<file path="config.mk">
export PLATFORM = sky130hd
export DESIGN_NAME = ch_map_arbiter
export DESIGN_NICKNAME = d
export VERILOG_FILES = /design/src/rtl/vgachargen_pkg.sv /design/src/rtl/ch_map_arbiter.sv
export SDC_FILE = /design/constraint.sdc
export NUM_CORES = 1
export LEC_CHECK = 0
export BUFFER_PORTS_ARGS = -buffer_cell sky130_fd_sc_hd__buf_2
export CAP_MARGIN = 15
export CORE_AREA = 3 3 56 58
export CTS_CLUSTER_SIZE = 30
export DETAILED_ROUTE_END_ITERATION = 12
export DIE_AREA = 0 0 59 61
export PLACE_DENSITY_LB_ADDON = 0.2
export SYNTH_ARGS = -nofsm -noshare
export SYNTH_HDL_FRONTEND = slang
export SYNTH_SLANG_ARGS = --single-unit
</file>
<file path="constraint.sdc">
create_clock -name clk_i -period 2.85 [get_ports clk_i]
set_input_delay 0.1425 -clock clk_i [delete_from_list [all_inputs] [get_ports clk_i]]
set_output_delay 0.1425 -clock clk_i [all_outputs]
set_load 0.1 [all_outputs]
</file>
<file path="src/rtl/vgachargen_pkg.sv">
// Shared types and widths for the VGA character generator, including the
// character-map RAM arbiter.
package vgachargen_pkg;

  // 80 x 30 = 2400 character cells fit in a 12-bit address
  localparam int unsigned CH_MAP_ADDR_WIDTH = 12;
  localparam int unsigned CH_MAP_DATA_WIDTH = 8;

  // Width of the CPU starvation counter; holds limits up to 15
  localparam int unsigned STARVE_CNT_WIDTH = 4;

  // CPU-side transaction state of the character-map arbiter
  typedef enum logic [1:0] {
    IDLE    = 2'd0,
    RD_WAIT = 2'd1,
    RESP    = 2'd2
  } ch_map_arb_state_e;

endpackage

</file>
<file path="src/rtl/ch_map_arbiter.sv">
// Character-map RAM arbiter: the VGA fetch path has priority, the CPU fills
// free slots on a valid/ready handshake, and a starvation counter forces a
// CPU slot after STARVE_LIMIT blocked cycles (flagging the displaced fetch).
module ch_map_arbiter
  import vgachargen_pkg::*;
#(
  parameter int unsigned STARVE_LIMIT = 4
) (
  input  logic                         clk_i,
  input  logic                         rst_i,
  input  logic                         vga_req_i,
  input  logic [CH_MAP_ADDR_WIDTH-1:0] vga_addr_i,
  output logic                         vga_rvalid_o,
  output logic [CH_MAP_DATA_WIDTH-1:0] vga_rdata_o,
  output logic                         vga_miss_o,
  input  logic                         cpu_valid_i,
  input  logic                         cpu_we_i,
  input  logic [CH_MAP_ADDR_WIDTH-1:0] cpu_addr_i,
  input  logic [CH_MAP_DATA_WIDTH-1:0] cpu_wdata_i,
  output logic                         cpu_ready_o,
  output logic                         cpu_rvalid_o,
  output logic [CH_MAP_DATA_WIDTH-1:0] cpu_rdata_o,
  input  logic                         cpu_rready_i,
  output logic                         mem_en_o,
  output logic                         mem_we_o,
  output logic [CH_MAP_ADDR_WIDTH-1:0] mem_addr_o,
  output logic [CH_MAP_DATA_WIDTH-1:0] mem_wdata_o,
  input  logic [CH_MAP_DATA_WIDTH-1:0] mem_rdata_i
);

  localparam logic [STARVE_CNT_WIDTH-1:0] StarveLimitC = STARVE_CNT_WIDTH'(STARVE_LIMIT);

  ch_map_arb_state_e state_q, state_d;
  logic [STARVE_CNT_WIDTH-1:0]  starve_q, starve_d;
  logic [CH_MAP_DATA_WIDTH-1:0] cpuRdata_q, cpuRdata_d;
  logic                         vgaRvalid_q, vgaRvalid_d;
  logic                         vgaMiss_q, vgaMiss_d;

  logic cpuEligible;
  logic grantVga;
  logic grantCpu;

  // Decide who owns the RAM port this cycle; no grants while reset is held
  always_comb begin
    cpuEligible = cpu_valid_i &&
                  ((state_q == IDLE) || ((state_q == RESP) && cpu_rready_i));
    grantVga    = !rst_i && vga_req_i && (!cpuEligible || (starve_q < StarveLimitC));
    grantCpu    = !rst_i && !grantVga && cpuEligible;
  end

  // Drive the RAM port from whichever side won the slot
  always_comb begin
    mem_en_o    = 1'b0;
    mem_we_o    = 1'b0;
    mem_addr_o  = '0;
    mem_wdata_o = '0;
    if (grantCpu) begin
      mem_en_o    = 1'b1;
      mem_we_o    = cpu_we_i;
      mem_addr_o  = cpu_addr_i;
      mem_wdata_o = cpu_wdata_i;
    end else if (grantVga) begin
      mem_en_o    = 1'b1;
      mem_addr_o  = vga_addr_i;
    end
  end

  // Next-state logic for the CPU transaction FSM and its side registers
  always_comb begin
    state_d     = state_q;
    starve_d    = starve_q;
    cpuRdata_d  = cpuRdata_q;
    vgaRvalid_d = grantVga;
    vgaMiss_d   = vga_req_i && grantCpu;

    if (!cpu_valid_i || grantCpu) begin
      starve_d = '0;
    end else if (cpuEligible && grantVga && (starve_q < StarveLimitC)) begin
      starve_d = starve_q + 1'b1;
    end

    case (state_q)
      IDLE: begin
        if (grantCpu && !cpu_we_i) begin
          state_d = RD_WAIT;
        end
      end
      RD_WAIT: begin
        cpuRdata_d = mem_rdata_i;
        state_d    = RESP;
      end
      RESP: begin
        if (cpu_rready_i) begin
          state_d = (grantCpu && !cpu_we_i) ? RD_WAIT : IDLE;
        end
      end
      default: state_d = IDLE;
    endcase
  end

  // State and response registers with synchronous reset
  always_ff @(posedge clk_i) begin
    if (rst_i) begin
      state_q     <= IDLE;
      starve_q    <= '0;
      cpuRdata_q  <= '0;
      vgaRvalid_q <= 1'b0;
      vgaMiss_q   <= 1'b0;
    end else begin
      state_q     <= state_d;
      starve_q    <= starve_d;
      cpuRdata_q  <= cpuRdata_d;
      vgaRvalid_q <= vgaRvalid_d;
      vgaMiss_q   <= vgaMiss_d;
    end
  end

  assign cpu_ready_o  = grantCpu;
  assign cpu_rvalid_o = (state_q == RESP);
  assign cpu_rdata_o  = cpuRdata_q;
  assign vga_rvalid_o = vgaRvalid_q;
  assign vga_miss_o   = vgaMiss_q;
  assign vga_rdata_o  = mem_rdata_i;

endmodule

</file>
# Word-level counts from Yosys, hierarchy flattened
# Index checks and enable logic that the tools add are counted.
[classes]
eq_ne = 4
n_lt_le_gt_ge = 1
addsub = 1
muxes = 10
n_reduce_logical = 21
[op_table]
columns = ["operator", "n"]
rows = [
  ["12-bit 2-to-1 mux", 2],
  ["1-bit logical AND", 10],
  ["8-bit 2-to-1 mux", 1],
  ["2-bit one-hot mux with 3 select lines", 1],
  ["1-bit logical NOT", 5],
  ["4-bit by 1-bit adder with 4-bit output, second input constant", 1],
  ["4-bit by 3-bit less-than comparator with 1-bit output, second input constant", 1],
  ["1-bit 2-to-1 mux", 4],
  ["2-bit 2-to-1 mux", 2],
  ["2-bit by 1-bit inequality test with 1-bit output, second input constant", 2],
  ["1-bit logical OR", 3],
  ["2-bit by 1-bit == test with 1-bit output, second input constant", 1],
  ["2-bit == test, second input constant", 1],
  ["2-bit logical NOT", 1],
  ["2-bit AND reduction", 1],
  ["2-bit OR reduction", 1],
]
[totals]
elab_cells = 42
register_bits = 16
inputBits = 46
output_inout_bits = 42

# Depth between registers and ports, before layout
# Gate-level depths: netlist of the first run.
[logic_depth]
ltp_word = 14
mapped_depth = 4
ltp_nobuf = 3

# Worst setup path after synthesis of the first run
# No wires, ideal clock.
[synth_timing]
path_type = "reg-to-output"
start = "register state_q[0]"
end = "output port mem_wdata_o[0]"
path_stages_with_launch = 5
path_slack_ns = 0.793
path_buffers = 1
t_arrival_ns = 1.915
cell_sequence = "dfxtp_1 > nor2b_1 > nor4b_4 > buf_6 > and2_1"
[synth_between]
elab_chain_len = 11
word_cells_on_any_way = 12
classes_between = "eq/ne (1); mux (1); reduce/logical (10)"
[synth_lines]
columns = ["item", "line", "text"]
rows = [
  ["from (decl)", "ch_map_arbiter.sv:33", "ch_map_arb_state_e state_q, state_d;"],
  ["from (signal assigned)", "ch_map_arbiter.sv:110", "state_q <= state_d;"],
  ["2-bit == test", "ch_map_arbiter.sv:46", "((state_q == IDLE) || ((state_q == RESP) && cpu_rready_i));"],
  ["1-bit logical AND", "ch_map_arbiter.sv:46", ""],
  ["1-bit logical OR (*)", "ch_map_arbiter.sv:46", ""],
  ["1-bit logical AND (*)", "ch_map_arbiter.sv:45", "cpuEligible = cpu_valid_i &&"],
  ["1-bit logical NOT", "ch_map_arbiter.sv:47", "grantVga = !rst_i && vga_req_i && (!cpuEligible || (starve_q < StarveLimitC));"],
  ["1-bit logical OR", "ch_map_arbiter.sv:47", ""],
  ["1-bit logical AND", "ch_map_arbiter.sv:47", ""],
  ["1-bit logical NOT", "ch_map_arbiter.sv:48", "grantCpu = !rst_i && !grantVga && cpuEligible;"],
  ["1-bit logical AND", "ch_map_arbiter.sv:48", ""],
  ["1-bit logical AND (*)", "ch_map_arbiter.sv:48", ""],
  ["via cpu_ready_o", "ch_map_arbiter.sv:20", "output logic cpu_ready_o,"],
  ["8-bit 2-to-1 mux (*)", "ch_map_arbiter.sv:57", "if (grantCpu) begin"],
  ["to (decl)", "ch_map_arbiter.sv:27", "output logic [CH_MAP_DATA_WIDTH-1:0] mem_wdata_o,"],
]
# Mark *: on every way through the listed nets, which the timed path passes. The rest lies on a longest branch.

# Worst setup path after layout of the first run
[layout_timing]
start = "register starve_q[3]"
end = "output port mem_addr_o[3]"
[layout_between]
elab_chain_len = 7
word_cells_on_any_way = 8
classes_between = "order compare (1); mux (2); reduce/logical (5)"
[layout_lines]
columns = ["item", "line", "text"]
rows = [
  ["from (decl)", "ch_map_arbiter.sv:34", "logic [STARVE_CNT_WIDTH-1:0] starve_q, starve_d;"],
  ["from (signal assigned)", "ch_map_arbiter.sv:111", "starve_q <= starve_d;"],
  ["4-bit by 3-bit less-than comparator with 1-bit output (*)", "ch_map_arbiter.sv:47", ""],
  ["1-bit logical OR (*)", "ch_map_arbiter.sv:47", ""],
  ["1-bit logical AND (*)", "ch_map_arbiter.sv:47", ""],
  ["1-bit logical NOT", "ch_map_arbiter.sv:48", ""],
  ["1-bit logical AND (2 in series)", "ch_map_arbiter.sv:48", ""],
  ["12-bit 2-to-1 mux (*)", "ch_map_arbiter.sv:57", ""],
  ["to (decl)", "ch_map_arbiter.sv:26", "output logic [CH_MAP_ADDR_WIDTH-1:0] mem_addr_o,"],
]
# Every way passes the cells marked *; elsewhere a longest branch is shown, timed or not.

==> results of run 1 <==
-- kinds of logic after synthesis --
logic type | count (synthesis)
adders and majority gates | 1
and+or+nand+nor | 50
buffers and inverters | 15
DFF | 16
AOI/OAI and AO/OA | 26
-- state kept, by name, indices dropped and copies added, names as in the netlist --
register and count:
vga_miss_o 1, cpu_rdata_o 8, vga_rvalid_o 1, starve_q 4, state_q 2
-- power breakdown --
part	leakage (nW)	internal [mW]	switching, mW	total, mW
sequential	0.130	0.228	0.00280	0.231
combinational	0.560	0.0587	0.224	0.283
clock	0.0210	0.0778	0.0710	0.149
total	0.710	0.365	0.298	0.662
-- area by class of cell --
type                            instances  area [um2]
Fill cell                             268        1360
Multi-Input combinational cell         77         504
Timing Repair Buffer                   88         443
Sequential cell                        16         320
Tap cell                               31        38.8
Clock buffer                            4        36.3
Inverter                                1        3.75
-- per-layer routing --
layer	wire [um]	share of wire (%)	vias up	global-route usage, %
li1	-	-	521	-
met1	990	38	431	15.6
met2	1280	49	59	27.3
met3	328	12	4	2.55
met4	30	1.1	0	5.83
met5	0	0	-	0
-- through the flow --
stage | instance area [um2] | total power, mW | hold slack [ns] | setup WS, ns | cells
5_1_grt | 1350 | 0.688 | 0.0503 | 0.497 | 217
2_1_floorplan | 927 | 0.470 | 0.217 | 0.793 | 108
3_3_place_gp | 1310 | 0.518 | 0.351 | 1.04 | 213
3_5_place_dp | 1310 | 0.520 | 0.359 | 0.976 | 213
6_report | 1350 | 0.662 | 0.0399 | 0.667 | 217
4_1_cts | 1350 | 0.672 | 0.0371 | 0.641 | 217
-- layout by cell type (no fill, tap or decap) --
master                     count
sky130_fd_sc_hd__ha_1          1
sky130_fd_sc_hd__nor4b_1       1
sky130_fd_sc_hd__a22o_2       10
sky130_fd_sc_hd__inv_1         1
sky130_fd_sc_hd__and2b_1       1
sky130_fd_sc_hd__clkbuf_4      3
sky130_fd_sc_hd__buf_4         1
sky130_fd_sc_hd__and2_1       10
sky130_fd_sc_hd__o22ai_1       3
sky130_fd_sc_hd__a22o_1        2
sky130_fd_sc_hd__nand2_1      22
sky130_fd_sc_hd__nor4b_4       1
sky130_fd_sc_hd__buf_2        87
sky130_fd_sc_hd__o21a_1        1
sky130_fd_sc_hd__nor4b_2       1
sky130_fd_sc_hd__a21oi_1       9
sky130_fd_sc_hd__or2_2         1
sky130_fd_sc_hd__nor2_1        2
sky130_fd_sc_hd__nand2b_1      3
sky130_fd_sc_hd__nand3_1       2
sky130_fd_sc_hd__clkbuf_8      1
sky130_fd_sc_hd__nor3b_1       1
sky130_fd_sc_hd__nor2b_1       3
sky130_fd_sc_hd__dfxtp_1      16
sky130_fd_sc_hd__a31oi_2       1
sky130_fd_sc_hd__nor2b_4       1
sky130_fd_sc_hd__or2b_1        1
-- critical path, delay by kind of cell (launching register included) --
| kind | cells | cell delay (ns) |
|---|---|---|
| buf+inv | 1 | 0.42 |
| flops | 1 | 0.34 |
| compound gates | 3 | 0.99 |
-- worst min path at each step --
stage                      end
floorplan           state_q[0]
global route        state_q[0]
CTS                 state_q[0]
finish              state_q[0]
global placement    state_q[0]
detailed placement  state_q[0]
==> impl_results.html, run 1 <==
<table>
<tr><th>Metric</th><th>Value</th></tr>
<tr><th colspan="2">Synth</th></tr>
<tr><td>Post-synthesis area per instance</td><td>8.58 um2</td></tr>
<tr><td>Sequential share of the synthesized area</td><td>34.5%</td></tr>
<tr><td>Post-synthesis share of cell area spent on full adders, half adders and majority gates</td><td>1.35%</td></tr>
<tr><td>Simple logic cell fraction of the synthesized area</td><td>31.3%</td></tr>
<tr><td>Number of synthesized register bits</td><td>16</td></tr>
<tr><td>Main combinational cell family by area after synthesis</td><td>simple AND/OR/NAND/NOR gates</td></tr>
<tr><td>Number of cells produced by synthesis</td><td>108</td></tr>
<tr><td>Async S/R FF share, synth</td><td>0%</td></tr>
<tr><td>Post-Synthesis Cell Area</td><td>927 um2</td></tr>
<tr><td>Cell with the most instances after synthesis</td><td>sky130_fd_sc_hd__nand2_1</td></tr>
<tr><td>Yosys warning total</td><td>0</td></tr>
<tr><td>Synth top area cells</td><td>sky130_fd_sc_hd__dfxtp_1 (35%), sky130_fd_sc_hd__a22o_2 (11%), sky130_fd_sc_hd__nand2_1 (8.9%)</td></tr>
<tr><td>Mux cell area share after synthesis</td><td>0%</td></tr>
<tr><td>Area fraction in compound gates after synthesis</td><td>21.7%</td></tr>
<tr><td>Net count after synthesis</td><td>155</td></tr>
<tr><td>Synth Area in XOR/XNOR</td><td>0%</td></tr>
<tr><td>Top flip-flop cell by instance count after synthesis</td><td>sky130_fd_sc_hd__dfxtp_1</td></tr>
<tr><td>Top cells by instance count after synthesis</td><td>sky130_fd_sc_hd__nand2_1 (22), sky130_fd_sc_hd__dfxtp_1 (16), sky130_fd_sc_hd__a22o_2 (10), sky130_fd_sc_hd__and2_1 (10), sky130_fd_sc_hd__a21oi_1 (9)</td></tr>
<tr><td>Most area-hungry cell type in the Yosys netlist</td><td>sky130_fd_sc_hd__dfxtp_1</td></tr>
<tr><td>Number of enable-type register cells in the synthesized netlist</td><td>0</td></tr>
<tr><td>Yosys cell types</td><td>27</td></tr>
<tr><td>Area share of the leading cell type in the synthesized netlist</td><td>34.5%</td></tr>
<tr><th colspan="2">Timing</th></tr>
<tr><td>Unrepaired setup endpoints after global routing</td><td>no</td></tr>
<tr><td>Final critical path time including I/O delays and setup</td><td>2.18 ns</td></tr>
<tr><td>Final number of hold-violating endpoints</td><td>0</td></tr>
<tr><td>Share of the cycle needed by the critical path after routing</td><td>76.6%</td></tr>
<tr><td>Post-route setup TNS</td><td>0 ns</td></tr>
<tr><td>Finish-stage setup viols</td><td>0</td></tr>
<tr><td>Headroom to the max-slew limit</td><td>59.3%</td></tr>
<tr><td>Least-Margin Pin Slew</td><td>0.609 ns</td></tr>
<tr><td>Achievable frequency</td><td>458 MHz</td></tr>
<tr><td>Skew final</td><td>0.00441 ns</td></tr>
<tr><td>Number of pins exceeding their max-slew limit in the final report</td><td>0</td></tr>
<tr><th colspan="2">Critical path</th></tr>
<tr><td>Worst path cell trace</td><td>o21a_1 -&gt; a31oi_2 -&gt; a22o_2 -&gt; buf_2</td></tr>
<tr><td>Worst Path Required</td><td>2.71 ns</td></tr>
<tr><td>Crit path max-delay cell type</td><td>sky130_fd_sc_hd__a31oi_2</td></tr>
<tr><td>Startpoint Class</td><td>register</td></tr>
<tr><td>Maximum single-stage delay on the critical path</td><td>0.54 ns</td></tr>
<tr><td>Register-to-Register Setup Slack</td><td>1.49 ns</td></tr>
<tr><td>Element type at the critical path end</td><td>output port</td></tr>
<tr><td>Category of the most critical setup path</td><td>reg2out</td></tr>
<tr><td>Startpoint of the most critical setup path</td><td>starve_q[3]</td></tr>
<tr><td>Critical path arrival</td><td>2.04 ns</td></tr>
<tr><td>Worst Setup EP</td><td>mem_addr_o[3]</td></tr>
<tr><td>Capturing point of the worst reg2reg path</td><td>state_q[0]</td></tr>
<tr><td>R2r worst-path depth</td><td>4</td></tr>
<tr><td>FF-to-FF Start</td><td>state_q[0]</td></tr>
<tr><td>Largest fanout on the critical path</td><td>14</td></tr>
<tr><th colspan="2">Detailed routing</th></tr>
<tr><td>Ratio of routed vias to standard cells</td><td>4.68</td></tr>
<tr><td>Count of nets left with antenna violations after detail routing</td><td>0</td></tr>
<tr><td>Initial DRC count</td><td>68</td></tr>
<tr><td>Residual DRC count</td><td>0</td></tr>
<tr><td>Number of iterations in the first detailed-routing pass</td><td>4</td></tr>
<tr><td>Detail-routed net length per standard cell</td><td>12.1 um</td></tr>
<tr><td>Total via count after detailed routing</td><td>1015</td></tr>
<tr><td>Routed Wire Length</td><td>2.63 mm</td></tr>
<tr><th colspan="2">Clocking</th></tr>
<tr><td>Clock root buffer</td><td>sky130_fd_sc_hd__clkbuf_4</td></tr>
<tr><td>Number of clock sinks</td><td>16</td></tr>
<tr><td>Maximum number of buffers from clock root to sink</td><td>2</td></tr>
<tr><td>Count of buffers added by post-CTS timing repair for setup</td><td>0</td></tr>
<tr><td>Clock transition at the register clock pins on the worst setup and hold paths after CTS</td><td>0.09 ns</td></tr>
<tr><td>Number of gates resized after cts</td><td>0</td></tr>
<tr><td>Hold buffers post-CTS</td><td>0</td></tr>
<tr><td>H-tree depth reported by CTS</td><td>1</td></tr>
<tr><td>Insertion delay of the later-clocked pin in the worst-skew pair</td><td>0.29 ns</td></tr>
<tr><td>Clock tree from TritonCTS</td><td>done</td></tr>
<tr><td>Total CTS buffers</td><td>3</td></tr>
<tr><th colspan="2">Min path</th></tr>
<tr><td>WHS Path Cells</td><td>2</td></tr>
<tr><td>Min-Delay Path Class</td><td>in2reg</td></tr>
<tr><td>Startpoint of the worst hold path</td><td>cpu_we_i</td></tr>
<tr><th colspan="2">Global route</th></tr>
<tr><td>Maximum number of pins on one net before global-route repair</td><td>25</td></tr>
<tr><td>Number of antenna violations at the first check in global routing</td><td>0</td></tr>
<tr><td>Global-route wire length before repair</td><td>3.98 mm</td></tr>
<tr><td>Remaining global-route overflow</td><td>0</td></tr>
<tr><td>Vias in the first global route</td><td>918</td></tr>
<tr><td>Global-route total usage across every layer</td><td>14.4%</td></tr>
<tr><th colspan="2">Die</th></tr>
<tr><td>Placeable core area</td><td>0.00271 mm2</td></tr>
<tr><td>Number of rows created at floorplan</td><td>19</td></tr>
<tr><td>Number of top-level pins</td><td>88</td></tr>
<tr><td>Initial core utilization</td><td>34.2%</td></tr>
<tr><td>Floorplan die area</td><td>0.00360 mm2</td></tr>
<tr><td>Die width</td><td>59 um</td></tr>
<tr><td>Die H</td><td>61 um</td></tr>
<tr><th colspan="2">Layout</th></tr>
<tr><td>Area growth syn-to-layout</td><td>45.2%</td></tr>
<tr><td>Antenna fix cells</td><td>0</td></tr>
<tr><td>Util after Layout</td><td>49.7%</td></tr>
<tr><td>Fin nets</td><td>234</td></tr>
<tr><td>Share of cells above drive strength 1</td><td>57.5%</td></tr>
<tr><th colspan="2">Place</th></tr>
<tr><td>Gpl congestion</td><td>0.806</td></tr>
<tr><td>Final HPWL DP</td><td>2.19 mm</td></tr>
<tr><td>Number of port buffers</td><td>87</td></tr>
<tr><th colspan="2">Pwr</th></tr>
<tr><td>Ratio of total power to cell area</td><td>492 mW/mm2</td></tr>
<tr><td>Leakage component of the power</td><td>0.710 nW</td></tr>
<tr><td>Peak VDD IR</td><td>0.000350 V</td></tr>
<tr><th colspan="2">Status</th></tr>
<tr><td>Run status</td><td>completed</td></tr>
<tr><th colspan="2">Flow run</th></tr>
<tr><td>Reported max-cap violation count</td><td>0</td></tr>
</table>
No activity file was read; power rests on OpenSTA's default activity.
==> run 2, diff against run 1 <==
- ABC_AREA: default -> 1
- CORE_AREA: 3 3 56 58 -> 3 3 57 59
- DIE_AREA: 0 0 59 61 -> 0 0 60 62
- clock period: 2.85 -> 2.1 ns (I/O delays scaled with it)
==> run 2 against run 1 <==
Critical path depth increased by 5. Total power up 56%. Critical path type unchanged. Combinational power up 82%.
==> impl_results.html, run 2 <==
<table>
<tr><th>Metric</th><th>Value</th></tr>
<tr><th colspan="2">Status</th></tr>
<tr><td>Run status</td><td>completed</td></tr>
<tr><th colspan="2">Clocking</th></tr>
<tr><td>Maximum number of buffers from clock root to sink</td><td>2</td></tr>
<tr><td>Total CTS buffers</td><td>3</td></tr>
<tr><td>Clock root buffer</td><td>sky130_fd_sc_hd__clkbuf_4</td></tr>
<tr><td>Clock tree from TritonCTS</td><td>done</td></tr>
<tr><td>Insertion delay of the later-clocked pin in the worst-skew pair</td><td>0.28 ns</td></tr>
<tr><td>Clock transition at the register clock pins on the worst setup and hold paths after CTS</td><td>0.09 ns</td></tr>
<tr><td>Number of clock sinks</td><td>16</td></tr>
<tr><td>H-tree depth reported by CTS</td><td>1</td></tr>
<tr><th colspan="2">Layout</th></tr>
<tr><td>Util after Layout</td><td>58.4%</td></tr>
<tr><td>Fin nets</td><td>278</td></tr>
<tr><td>Share of cells above drive strength 1</td><td>47.8%</td></tr>
<tr><td>Area growth syn-to-layout</td><td>64.4%</td></tr>
<tr><td>Antenna fix cells</td><td>0</td></tr>
<tr><td>Max reg flops</td><td>8</td></tr>
<tr><td>Post-route standard cell area excluding fillers</td><td>0.00161 mm2</td></tr>
<tr><td>Most common cell after layout, fill and taps aside</td><td>sky130_fd_sc_hd__buf_2</td></tr>
<tr><td>Most frequent cells in the layout</td><td>sky130_fd_sc_hd__buf_2 (65), sky130_fd_sc_hd__nand2_1 (32), sky130_fd_sc_hd__nor2_1 (26)</td></tr>
<tr><th colspan="2">Pwr</th></tr>
<tr><td>Peak VDD IR</td><td>0.000431 V</td></tr>
<tr><td>Leakage component of the power</td><td>0.904 nW</td></tr>
<tr><td>Ratio of total power to cell area</td><td>643 mW/mm2</td></tr>
<tr><th colspan="2">Global route</th></tr>
<tr><td>Vias in the first global route</td><td>932</td></tr>
<tr><td>Global-route wire length before repair</td><td>3.85 mm</td></tr>
<tr><td>Remaining global-route overflow</td><td>0</td></tr>
<tr><td>Number of antenna violations at the first check in global routing</td><td>0</td></tr>
<tr><td>Maximum number of pins on one net before global-route repair</td><td>15</td></tr>
<tr><td>Global-route total usage across every layer</td><td>13.5%</td></tr>
<tr><th colspan="2">Die</th></tr>
<tr><td>Initial core utilization</td><td>35.5%</td></tr>
<tr><td>Die width</td><td>60 um</td></tr>
<tr><td>Number of top-level pins</td><td>88</td></tr>
<tr><td>Placeable core area</td><td>0.00276 mm2</td></tr>
<tr><td>Number of rows created at floorplan</td><td>19</td></tr>
<tr><td>Die H</td><td>62 um</td></tr>
<tr><td>Floorplan die area</td><td>0.00372 mm2</td></tr>
<tr><th colspan="2">Critical path</th></tr>
<tr><td>Maximum single-stage delay on the critical path</td><td>0.35 ns</td></tr>
<tr><td>Startpoint Class</td><td>register</td></tr>
<tr><td>Startpoint of the most critical setup path</td><td>state_q[0]</td></tr>
<tr><td>Worst Path Required</td><td>2.00 ns</td></tr>
<tr><td>Element type at the critical path end</td><td>output port</td></tr>
<tr><td>Crit path max-delay cell type</td><td>sky130_fd_sc_hd__dfxtp_1</td></tr>
<tr><td>Worst path cell trace</td><td>inv_1 -&gt; nand2_1 -&gt; nor2_4 -&gt; nand2_4 -&gt; nor2_4 -&gt; buf_12 -&gt; nand2_1 -&gt; nand2_1 -&gt; clkbuf_4</td></tr>
<tr><td>Category of the most critical setup path</td><td>reg2out</td></tr>
<tr><td>Critical path arrival</td><td>1.78 ns</td></tr>
<tr><td>Worst path most repeated cell</td><td>sky130_fd_sc_hd__nand2_1</td></tr>
<tr><td>Largest fanout on the critical path</td><td>13</td></tr>
<tr><td>FF-to-FF Start</td><td>state_q[0]</td></tr>
<tr><th colspan="2">Timing</th></tr>
<tr><td>Unrepaired setup endpoints after global routing</td><td>no</td></tr>
<tr><td>Skew final</td><td>0.000636 ns</td></tr>
<tr><td>Headroom to the max-slew limit</td><td>67.7%</td></tr>
<tr><td>Post-route setup TNS</td><td>0 ns</td></tr>
<tr><td>Number of pins exceeding their max-slew limit in the final report</td><td>0</td></tr>
<tr><td>Final critical path time including I/O delays and setup</td><td>1.89 ns</td></tr>
<tr><td>Least-Margin Pin Slew</td><td>0.483 ns</td></tr>
<tr><td>Finish-stage setup viols</td><td>0</td></tr>
<tr><td>Final setup margin</td><td>0.214 ns</td></tr>
<tr><td>Achievable frequency</td><td>530 MHz</td></tr>
<tr><td>Final number of hold-violating endpoints</td><td>0</td></tr>
<tr><td>Share of the cycle needed by the critical path after routing</td><td>89.8%</td></tr>
<tr><th colspan="2">Synth</th></tr>
<tr><td>Post-synthesis area per instance</td><td>6.58 um2</td></tr>
<tr><td>Yosys cell types</td><td>17</td></tr>
<tr><td>Top flip-flop cell by instance count after synthesis</td><td>sky130_fd_sc_hd__dfxtp_1</td></tr>
<tr><td>Most area-hungry cell type in the Yosys netlist</td><td>sky130_fd_sc_hd__dfxtp_1</td></tr>
<tr><td>Area share of the leading cell type in the synthesized netlist</td><td>32.7%</td></tr>
<tr><td>Synth Area in XOR/XNOR</td><td>0%</td></tr>
<tr><td>Area fraction in compound gates after synthesis</td><td>6.39%</td></tr>
<tr><td>Number of enable-type register cells in the synthesized netlist</td><td>0</td></tr>
<tr><td>Cell with the most instances after synthesis</td><td>sky130_fd_sc_hd__nand2_1</td></tr>
<tr><td>Async S/R FF share, synth</td><td>0%</td></tr>
<tr><td>Yosys warning total</td><td>0</td></tr>
<tr><td>Post-Synthesis Cell Area</td><td>980 um2</td></tr>
<tr><td>Post-synthesis share of cell area spent on full adders, half adders and majority gates</td><td>1.28%</td></tr>
<tr><td>Number of synthesized register bits</td><td>16</td></tr>
<tr><td>Number of cells produced by synthesis</td><td>149</td></tr>
<tr><td>Main combinational cell family by area after synthesis</td><td>simple AND/OR/NAND/NOR gates</td></tr>
<tr><td>Mux cell area share after synthesis</td><td>0%</td></tr>
<tr><td>Top cells by instance count after synthesis</td><td>sky130_fd_sc_hd__nand2_1 (33), sky130_fd_sc_hd__nor2_1 (26), sky130_fd_sc_hd__inv_1 (17)</td></tr>
<tr><td>Net count after synthesis</td><td>196</td></tr>
<tr><td>Sequential share of the synthesized area</td><td>32.7%</td></tr>
<tr><td>Simple logic cell fraction of the synthesized area</td><td>42.3%</td></tr>
<tr><td>Synth top area cells</td><td>sky130_fd_sc_hd__dfxtp_1 (33%), sky130_fd_sc_hd__nand2_1 (13%), sky130_fd_sc_hd__nor2_1 (10%)</td></tr>
<tr><th colspan="2">Place</th></tr>
<tr><td>Gpl congestion</td><td>0.792</td></tr>
<tr><td>Final HPWL DP</td><td>2.38 mm</td></tr>
<tr><td>Setup slack at placement</td><td>0.344 ns</td></tr>
<tr><td>Number of port buffers</td><td>87</td></tr>
<tr><td>Cell area reported after detailed placement</td><td>0.00151 mm2</td></tr>
<tr><th colspan="2">Detailed routing</th></tr>
<tr><td>Count of nets left with antenna violations after detail routing</td><td>0</td></tr>
<tr><td>Routed Wire Length</td><td>2.87 mm</td></tr>
<tr><td>Detail-routed net length per standard cell</td><td>11.0 um</td></tr>
<tr><td>Total via count after detailed routing</td><td>1130</td></tr>
<tr><td>Ratio of routed vias to standard cells</td><td>4.33</td></tr>
<tr><td>Number of iterations in the first detailed-routing pass</td><td>4</td></tr>
<tr><td>Residual DRC count</td><td>0</td></tr>
<tr><td>Initial DRC count</td><td>31</td></tr>
<tr><th colspan="2">Min path</th></tr>
<tr><td>Min-Delay Path Class</td><td>in2reg</td></tr>
<tr><td>Startpoint of the worst hold path</td><td>mem_rdata_i[1]</td></tr>
<tr><th colspan="2">Flow run</th></tr>
<tr><td>Reported max-cap violation count</td><td>0</td></tr>
</table>
run 2: cell types whose count changed in the layout (fill, tap and decap cells not counted), moves of 11 or more:
| cell | before | now |
|---|---|---|
| sky130_fd_sc_hd__clkbuf_4 | 3 | 15 |
| sky130_fd_sc_hd__inv_1 | 1 | 17 |
| sky130_fd_sc_hd__nand3_1 | 2 | 15 |
| sky130_fd_sc_hd__buf_12 | 0 | 11 |
| sky130_fd_sc_hd__buf_2 | 87 | 65 |
| sky130_fd_sc_hd__nor2_1 | 2 | 26 |
run 2: worst paths after layout:
| kind | to | slack, ns | cells after the start |
|---|---|---|---|
| worst max-delay path | mem_addr_o[2] | 0.21 | 9 |
| worst min-delay path | cpu_rdata_o[1] | 0.05 | 3 |
| worst max register to register | cpu_rdata_o[6] | 0.71 | 5 |
| worst min register to register | starve_q[3] | 0.46 | 2 |
run 2: area by class of cell:
type                       count  area, um2
multi-input combinational    101        492
fill                         282       1150
inverter                      20       77.6
timing repair buffer          89        646
sequential                    16        320
tap                           31       38.8
clock buffer                   4       36.3
run 2: repair_timing:
item                                    in CTS  in global routing
hold buffers                                 1                  0
endpoints found under the hold margin        1                  0
endpoints found under the setup margin       0                 22
gates resized for setup                      0                 13
buffers inserted                             0                  1
run 2: routing by layer:
metal  global-route usage [%]  share of wire [%]
met5                        0                  0
met4                     3.16               0.45
met3                     4.75                4.7
met2                     21.6                 54
met1                     17.5                 41
run 2: kinds of logic after synthesis:
kind of cell             after synthesis
flip-flops                            16
AND/OR/NAND/NOR                       88
buffers and inverters                 32
adder cells (fa/ha/maj)                1
AO/OA/AOI/OAI                         12
run 2: critical path, delay by kind of cell (launching register included):
family                 cells  cell delay [ns]
buffers and inverters      3             0.53
AND/OR/NAND/NOR            6             0.61
flip-flops                 1             0.35
run 2: power by group:
group | switching, mW | total, mW | internal (mW)
Combinational | 0.397 | 0.516 | 0.118
Clock | 0.0962 | 0.202 | 0.106
Sequential | 0.00436 | 0.317 | 0.313
Total | 0.498 | 1.04 | 0.537
run 2: metrics by stage:
stage                     power, mW  hold slack, ns  cells
after global placement        0.825           0.287    255
final                          1.04          0.0476    261
after global routing           1.08          0.0691    261
after detailed placement      0.827           0.288    255
after CTS                      1.03          0.0420    260
after floorplan               0.717           0.177    149
==> run 3, diff against run 2 <==
- CORE_AREA: 3 3 57 59 -> 3 3 62 64
- DIE_AREA: 0 0 60 62 -> 0 0 65 67
- SETUP_SLACK_MARGIN: default -> 0.5
==> run 3 against run 2 <==
Setup slack better by 0.14 ns. Total power is 10% higher. Clock skew up 0.0021 ns. Register-to-register slack barely moved. Critical path type unchanged. Highest routed layer unchanged.
==> impl_results.html, run 3 (synthesis gave the netlist of run 2 again) <==
<table>
<tr><th>Metric</th><th>Value</th></tr>
<tr><th colspan="2">Die</th></tr>
<tr><td>Die width</td><td>65 um</td></tr>
<tr><td>Number of top-level pins</td><td>88</td></tr>
<tr><td>Die H</td><td>67 um</td></tr>
<tr><td>Number of rows created at floorplan</td><td>21</td></tr>
<tr><td>Initial core utilization</td><td>29.4%</td></tr>
<tr><td>Placeable core area</td><td>0.00334 mm2</td></tr>
<tr><td>Floorplan die area</td><td>0.00436 mm2</td></tr>
<tr><th colspan="2">Clocking</th></tr>
<tr><td>Insertion delay of the later-clocked pin in the worst-skew pair</td><td>0.28 ns</td></tr>
<tr><td>Clock tree from TritonCTS</td><td>done</td></tr>
<tr><td>Clock transition at the register clock pins on the worst setup and hold paths after CTS</td><td>0.10 ns</td></tr>
<tr><td>Total CTS buffers</td><td>3</td></tr>
<tr><td>H-tree depth reported by CTS</td><td>1</td></tr>
<tr><td>Clock root buffer</td><td>sky130_fd_sc_hd__clkbuf_4</td></tr>
<tr><td>Maximum number of buffers from clock root to sink</td><td>2</td></tr>
<tr><td>Number of clock sinks</td><td>16</td></tr>
<tr><th colspan="2">Critical path</th></tr>
<tr><td>R2r worst-path depth</td><td>5</td></tr>
<tr><td>Startpoint of the most critical setup path</td><td>state_q[0]</td></tr>
<tr><td>Worst Path Required</td><td>2.00 ns</td></tr>
<tr><td>Startpoint Class</td><td>register</td></tr>
<tr><td>Element type at the critical path end</td><td>output port</td></tr>
<tr><td>Register-to-Register Setup Slack</td><td>0.71 ns</td></tr>
<tr><td>FF-to-FF Start</td><td>state_q[1]</td></tr>
<tr><td>Largest fanout on the critical path</td><td>7</td></tr>
<tr><td>Category of the most critical setup path</td><td>reg2out</td></tr>
<tr><td>Worst Setup EP</td><td>mem_addr_o[9]</td></tr>
<tr><td>Critical path arrival</td><td>1.65 ns</td></tr>
<tr><td>Capturing point of the worst reg2reg path</td><td>cpu_rdata_o[5]</td></tr>
<tr><th colspan="2">Status</th></tr>
<tr><td>Run status</td><td>completed</td></tr>
<tr><th colspan="2">Timing</th></tr>
<tr><td>Unrepaired setup endpoints after global routing</td><td>yes</td></tr>
<tr><td>Least-Margin Pin Slew</td><td>0.490 ns</td></tr>
<tr><td>Finish-stage setup viols</td><td>0</td></tr>
<tr><td>Final critical path time including I/O delays and setup</td><td>1.75 ns</td></tr>
<tr><td>Skew final</td><td>0.00270 ns</td></tr>
<tr><td>Post-route setup TNS</td><td>0 ns</td></tr>
<tr><td>Headroom to the max-slew limit</td><td>67.2%</td></tr>
<tr><td>Achievable frequency</td><td>571 MHz</td></tr>
<tr><td>Final number of hold-violating endpoints</td><td>0</td></tr>
<tr><td>Number of pins exceeding their max-slew limit in the final report</td><td>0</td></tr>
<tr><td>Share of the cycle needed by the critical path after routing</td><td>83.4%</td></tr>
<tr><th colspan="2">Place</th></tr>
<tr><td>Final HPWL DP</td><td>2.48 mm</td></tr>
<tr><td>Gpl congestion</td><td>0.706</td></tr>
<tr><td>Cell area reported after detailed placement</td><td>0.00173 mm2</td></tr>
<tr><td>Number of port buffers</td><td>87</td></tr>
<tr><th colspan="2">Layout</th></tr>
<tr><td>Area taken by flip-flops and latches</td><td>323 um2</td></tr>
<tr><td>Fin nets</td><td>286</td></tr>
<tr><td>Fillers</td><td>307</td></tr>
<tr><td>Antenna fix cells</td><td>0</td></tr>
<tr><td>Multi-input gate area in the final layout</td><td>662 um2</td></tr>
<tr><td>Post-route standard cell area excluding fillers</td><td>0.00204 mm2</td></tr>
<tr><td>Max reg flops</td><td>8</td></tr>
<tr><td>Most common cell after layout, fill and taps aside</td><td>sky130_fd_sc_hd__buf_2</td></tr>
<tr><td>Area growth syn-to-layout</td><td>108%</td></tr>
<tr><td>Most frequent cells in the layout</td><td>sky130_fd_sc_hd__buf_2 (64), sky130_fd_sc_hd__nor2_1 (24), sky130_fd_sc_hd__buf_12 (24)</td></tr>
<tr><td>Share of cells above drive strength 1</td><td>61.3%</td></tr>
<tr><th colspan="2">Detailed routing</th></tr>
<tr><td>Ratio of routed vias to standard cells</td><td>4.29</td></tr>
<tr><td>Routed Wire Length</td><td>3.28 mm</td></tr>
<tr><td>Detail-routed net length per standard cell</td><td>11.6 um</td></tr>
<tr><td>Count of nets left with antenna violations after detail routing</td><td>0</td></tr>
<tr><td>Total via count after detailed routing</td><td>1218</td></tr>
<tr><td>Residual DRC count</td><td>0</td></tr>
<tr><td>Number of iterations in the first detailed-routing pass</td><td>4</td></tr>
<tr><td>Initial DRC count</td><td>39</td></tr>
<tr><th colspan="2">Global route</th></tr>
<tr><td>Maximum number of pins on one net before global-route repair</td><td>15</td></tr>
<tr><td>Remaining global-route overflow</td><td>0</td></tr>
<tr><td>Number of antenna violations at the first check in global routing</td><td>0</td></tr>
<tr><td>Vias in the first global route</td><td>1092</td></tr>
<tr><td>Global-route wire length before repair</td><td>4.84 mm</td></tr>
<tr><td>Global-route total usage across every layer</td><td>14.3%</td></tr>
<tr><th colspan="2">Pwr</th></tr>
<tr><td>Peak VDD IR</td><td>0.000282 V</td></tr>
<tr><td>Sequential cell fraction of total power</td><td>27.9%</td></tr>
<tr><td>Leakage component of the power</td><td>1.05 nW</td></tr>
<tr><td>Power spent charging and discharging nets</td><td>536 uW</td></tr>
<tr><td>Portion of total power attributed to combinational logic</td><td>54.3%</td></tr>
<tr><td>Internal Power</td><td>605 uW</td></tr>
<tr><td>Ratio of total power to cell area</td><td>560 mW/mm2</td></tr>
<tr><td>Switching portion of total power</td><td>47.0%</td></tr>
<tr><td>Part of the total power dissipated in the clock network</td><td>17.8%</td></tr>
<tr><th colspan="2">Flow run</th></tr>
<tr><td>Reported max-cap violation count</td><td>0</td></tr>
<tr><th colspan="2">Min path</th></tr>
<tr><td>Min-Delay Path Class</td><td>in2reg</td></tr>
</table>
[run 3: cell types whose count changed in the layout (fill, tap and decap cells not counted), moves of 2 or more]
| cell | change |
|---|---|
| sky130_fd_sc_hd__nand2_1 | -22 |
| sky130_fd_sc_hd__nand2_4 | +14 |
| sky130_fd_sc_hd__buf_12 | +13 |
| sky130_fd_sc_hd__clkbuf_4 | -12 |
| sky130_fd_sc_hd__nand2_2 | +8 |
| sky130_fd_sc_hd__nor2_4 | +8 |
| sky130_fd_sc_hd__buf_4 | +7 |
| sky130_fd_sc_hd__nor2_2 | -6 |
| sky130_fd_sc_hd__dfxtp_1 | -2 |
| sky130_fd_sc_hd__dfxtp_2 | +2 |
| sky130_fd_sc_hd__inv_1 | -2 |
| sky130_fd_sc_hd__nor2_1 | -2 |
[run 3: routing by layer]
metal / vias to the layer above / part of all wire, % / GRT usage (%)
met5: - / 0 / 0
met4: 0 / 1.9 / 5.01
met3: 6 / 8.2 / 4.72
met2: 49 / 51 / 25.3
met1: 537 / 38 / 15.9
li1: 626 / - / -
[run 3: power groups by stage]
stage,sequential [mW],clock (mW),combinational (mW)
6_report,0.318,0.203,0.620
5_1_grt,0.319,0.226,0.642
4_1_cts,0.318,0.211,0.610
3_5_place_dp,0.325,0,0.556
3_3_place_gp,0.324,0,0.553
2_1_floorplan,0.384,0,0.348
[run 3: worst min-delay path by stage]
stage / depth (start not counted) / slack (ns) / from / end
floorplan: 1 / 0.18 / cpu_we_i / state_q[0]
global placement: 2 / 0.29 / cpu_we_i / state_q[0]
detailed placement: 2 / 0.29 / cpu_we_i / state_q[0]
CTS: 3 / 0.04 / mem_rdata_i[4] / cpu_rdata_o[4]
global route: 3 / 0.05 / mem_rdata_i[0] / cpu_rdata_o[0]
finish: 3 / 0.05 / mem_rdata_i[0] / cpu_rdata_o[0]
[run 3: worst max-delay path, stage by stage (launching register included)]
cell and delay, ns:
sky130_fd_sc_hd__dfxtp_2 0.34, sky130_fd_sc_hd__inv_2 0.06, sky130_fd_sc_hd__nand2_2 0.06, sky130_fd_sc_hd__nor2_4 0.17
sky130_fd_sc_hd__nand2_4 0.08, sky130_fd_sc_hd__nor2_4 0.10, sky130_fd_sc_hd__buf_12 0.14, sky130_fd_sc_hd__buf_12 0.12
sky130_fd_sc_hd__nand2_2 0.06, sky130_fd_sc_hd__nand2_4 0.06, sky130_fd_sc_hd__buf_12 0.17
[run 3: area by class of cell]
class                   count  area share, %
clock buffers               4           1.78
inverters                  20           4.06
multi-input cells         101           32.5
flip-flops and latches     16           15.9
well taps                  46           2.83
repair buffers             97           43.0
[run 3: timing repair]
action / 4_1_cts / 5_1_grt
hold buffers: 1 / 0
pin swaps: 3 / 3
setup buffers: 6 / 2
endpoints found under the hold margin: 1 / 0
resized for setup: 43 / 8
setup endpoints to repair: 23 / 23
[run 3: through the flow]
stage / hold slack, ns / utilization, % / setup WS [ns] / std cells / power (mW)
final: 0.0528 / 61.0 / 0.349 / 284 / 1.14
after CTS: 0.0412 / 59.5 / 0.386 / 282 / 1.14
after global routing: 0.0462 / 61.0 / 0.272 / 284 / 1.19
after global placement: 0.292 / 51.8 / 0.428 / 271 / 0.878
after floorplan: 0.177 / - / 0.200 / 149 / 0.731
after detailed placement: 0.288 / 51.8 / 0.376 / 271 / 0.881
